==> config.mk <==
export PLATFORM = sky130hd
export DESIGN_NAME = golden_ram
export DESIGN_NICKNAME = d
export VERILOG_FILES = /design/src/rtl/golden_ram.sv
export SDC_FILE = /design/constraint.sdc
export NUM_CORES = 1
export LEC_CHECK = 0
export ABC_AREA = 1
export CORE_MARGIN = 10
export CORE_UTILIZATION = 50
export CTS_BUF_LIST = sky130_fd_sc_hd__clkbuf_2
export DETAILED_ROUTE_END_ITERATION = 8
export GPL_ROUTABILITY_DRIVEN = 0
export PLACE_DENSITY = 0.76
export RECOVER_POWER = 100
export SLEW_MARGIN = 40
export SYNTH_ARGS = -nofsm -noshare
export SYNTH_HDL_FRONTEND = slang
export SYNTH_SLANG_ARGS = --single-unit
==> constraint.sdc <==
create_clock -name clk -period 5.86 [get_ports clk]
set_clock_uncertainty 0.05 [all_clocks]
set_input_delay 1.465 -clock clk [delete_from_list [all_inputs] [get_ports clk]]
set_output_delay 1.465 -clock clk [all_outputs]
set_load 0.05 [all_outputs]
==> src/rtl/golden_ram.sv <==
// Golden reference table: synchronous write, combinational read, no reset.
module golden_ram #(
    parameter int unsigned DATA_W  = 32,
    parameter int unsigned NUM_CHK = 32,
    parameter int unsigned IDX_W   = 5
) (
    input  logic              clk,
    input  logic              we,
    input  logic [IDX_W-1:0]  waddr,
    input  logic [DATA_W-1:0] wdata,
    input  logic [IDX_W-1:0]  raddr,
    output logic [DATA_W-1:0] rdata_c
);

    logic [DATA_W-1:0] mem [NUM_CHK];

    always_ff @(posedge clk) begin
        if (we) mem[waddr] <= wdata;
    end

    assign rdata_c = mem[raddr];

endmodule

==> flow_metrics.py <==
metrics = {
    "final_layout": {
        "regArea_sq_mm": 0.0307,
        "reg_top3": "mem (1024)",
        "drive_above_1_share_pct": 11.4,
        "syn2layout_area_growth_pct": 7.54,
        "fillerInstances": 6733,
        "largest_reg_flops": 1024,
        "regMostFlops": "mem",
        "multiInputGateArea_sq_mm": 0.00953,
        "fin_nets": 3715,
        "final_area_sq_mm": 0.0449,
    },
    "die": {
        "core_area_sq_mm": 0.0825,
        "die_y_microns": 309,
        "dieArea_sq_mm": 0.0955,
        "fp.dieW_microns": 309,
        "ios": 76,
        "start_util_pct": 50.6,
        "num_rows": 105,
    },
    "outcome": {
        "outcome": "finished, violations left",
        "violations": "capacitance limit, slew limit",
    },
    "power_and_ir_drop": {
        "power_switching_mw": 3.44,
        "p_int_mw": 9.98,
        "combPwrFrac_pct": 8.0,
        "switching_share_pct": 25.6,
        "p_clk_share_pct": 31.2,
        "share_seq_of_total_power_pct": 60.8,
        "p_per_area_mw_per_mm2": 299,
        "ir_worst_vdd_uv": 120,
        "p_leak_nw": 16.6,
    },
    "clocking": {
        "cts_inserted_buffers": 230,
        "htree_levels": 4,
        "cts.sinks": 1024,
        "ctsLongestPathBuffers": 3,
        "clk_pin_slew_worst_paths_ps": 110,
        "root_buffer": "clkbuf_2",
        "hold_buffers": 0,
        "cts_setup_buffers": 0,
        "cts_resized": 0,
        "cts_tree": "yes",
    },
    "placement": {
        "postPlaceCellArea_sq_mm": 0.0436,
        "port-buffer-count": 75,
        "dp_hpwl_microns": 55500,
    },
    "synthesis": {
        "synth_fp_nets": 3548,
        "ys_top_cells_by_area": "edfxtp_1, nand2_1, nand3_1",
        "ys_ff_latch": 1024,
        "yosysWarnings": 0,
        "seq_area_frac_synth_pct": 73.6,
        "yosys.area.top_type": "edfxtp_1",
        "synthCells": 3504,
        "synthDistinctLibCells": 13,
        "netlist.area_leader.share_pct": 73.6,
        "syn_area_per_cell_sq_um": 11.9,
        "syn_area_sq_mm": 0.0418,
    },
    "critical_path": {
        "cpLargestDelayFamily": "buffers and inverters",
        "endpoint_kind": "primary output",
        "critical_path.max_stage_delay_ps": 540,
        "cpMaxStageDelayCell": "clkbuf_1",
        "crit_buf_inv": 4,
        "crit_required_ps": 4350,
        "path_max_fanout": 129,
        "start_kind": "input port",
        "crit_path_cell_trace": "buf_8 > inv_16 > buf_12 > nand2_1 > nand3_1 > nand3_1 > nand2_1 > nand2_1 > nand2_1 > nand2_1 > nand2_1 > clkbuf_1",
        "crit_path_frequent_cell": "nand2_1",
        "path_class": "input port to primary output",
        "cp_data_arrival_time_ps": 3880,
    },
    "routing": {
        "routed.top_layer": "met5",
        "met1_length_microns": 39400,
        "drt-total-wl_microns": 107000,
        "vias_per_cell": 5.70,
        "met3_length_microns": 11500,
        "drt-pass1-iter-count": 6,
        "drc": 0,
        "wl_per_cell_microns": 21.8,
        "dr.first_iter.drc_count": 3398,
        "antenna_left": 0,
        "wl_met2_microns": 51500,
        "vias": 28000,
    },
    "global_routing": {
        "grt_pass1_vias": 26900,
        "grt_max_degree": 130,
        "grt_use_total_pct": 22.2,
        "antenna_found_initial": 6,
        "overflow": 0,
        "grt_pass1_wl_microns": 160000,
    },
    "sta": {
        "hold_violations": 0,
        "fin_setup_tns_ps": 0,
        "post-route-period-util_pct": 92.1,
        "rsz0062_at_grt": "no",
        "setup_viol": 0,
        "worst_slew_pin_slew_ps": 3480,
        "fmaxAchievable_mhz": 185,
        "finalMaxSlewViolations": 890,
        "period_minus_slack_ps": 5390,
        "relSlewSlack_pct": -132,
        "whs_ps": 723,
    },
    "run": {
        "cap_violations": 38,
    },
    "hold_path": {
        "worstHoldPathType": "input port to register",
    },
}
[logic make-up (layout without fill, tap and decap cells)]
family	count (synthesis)	in the layout	share of synthesized area, %
other	0	1	0
and+or+nand+nor	2252	2252	22.6
buffers and inverters	228	562	3.80
DFF	1024	1024	73.6
[cell usage after synthesis]
master    count
edfxtp_1   1024
buf_8         3
buf_2        83
nand2_1    1440
nand3_1     780
nor2_1       32
buf_4        24
inv_1         7
buf_6        66
inv_8         1
inv_2         2
buf_1        18
clkbuf_1     24
[cells in the final DEF (no fill, tap or decap), types with 3 or more instances in the layout]
cell type,n
buf_4,20
nand2_1,1440
clkbuf_2,345
inv_1,5
edfxtp_1,1024
clkbuf_1,87
clkdlybuf4s50_1,5
nor2_1,19
clkinv_2,9
nand3_1,780
inv_2,5
clkinv_1,39
clkinvlp_4,3
nor2_4,13
buf_12,34
[worst paths after layout]
path	start	to	slack, ps	cells after the start
worst max-delay path	raddr[0]	rdata_c[22]	470	12
worst min-delay path	wdata[13]	mem[22][13]	720	1
[area by class of cell]
class | instances | share of cell area [%]
sequential | 1024 | 68.5
clock buffer | 344 | 3.83
timing repair buffer | 153 | 2.84
tap | 1070 | 2.98
inverter | 10 | 0.148
clock inverter | 55 | 0.521
antenna | 1 | 0.00557
multi-input combinational | 2252 | 21.2
[layer usage]
layer  vias to the layer above  global-route usage [%]
met5                         -                       0
li1                      12700                       -
met4                        10                    10.6
met1                     13200                    27.9
met3                       294                    5.56
met2                      1704                    35.8
[through the flow]
stage / cells / worst slack, ps / util [%] / power, mW
2_1_floorplan: 3504 / 1680 / - / 9.00
3_3_place_gp: 4508 / 847 / 53.0 / 9.42
3_5_place_dp: 4509 / 844 / 52.8 / 9.43
4_1_cts: 4908 / 829 / 55.2 / 13.5
5_1_grt: 4909 / 333 / 54.4 / 13.9
6_report: 4909 / 465 / 54.4 / 13.4
[power groups by stage]
stage | clock network [mW] | registers [mW] | logic (mW)
6_report | 4.19 | 8.16 | 1.07
3_5_place_dp | 0 | 8.32 | 1.11
3_3_place_gp | 0 | 8.33 | 1.10
2_1_floorplan | 0 | 8.32 | 0.678
4_1_cts | 4.26 | 8.15 | 1.11
5_1_grt | 4.60 | 8.17 | 1.17
No activity file was read; power rests on OpenSTA's default activity.
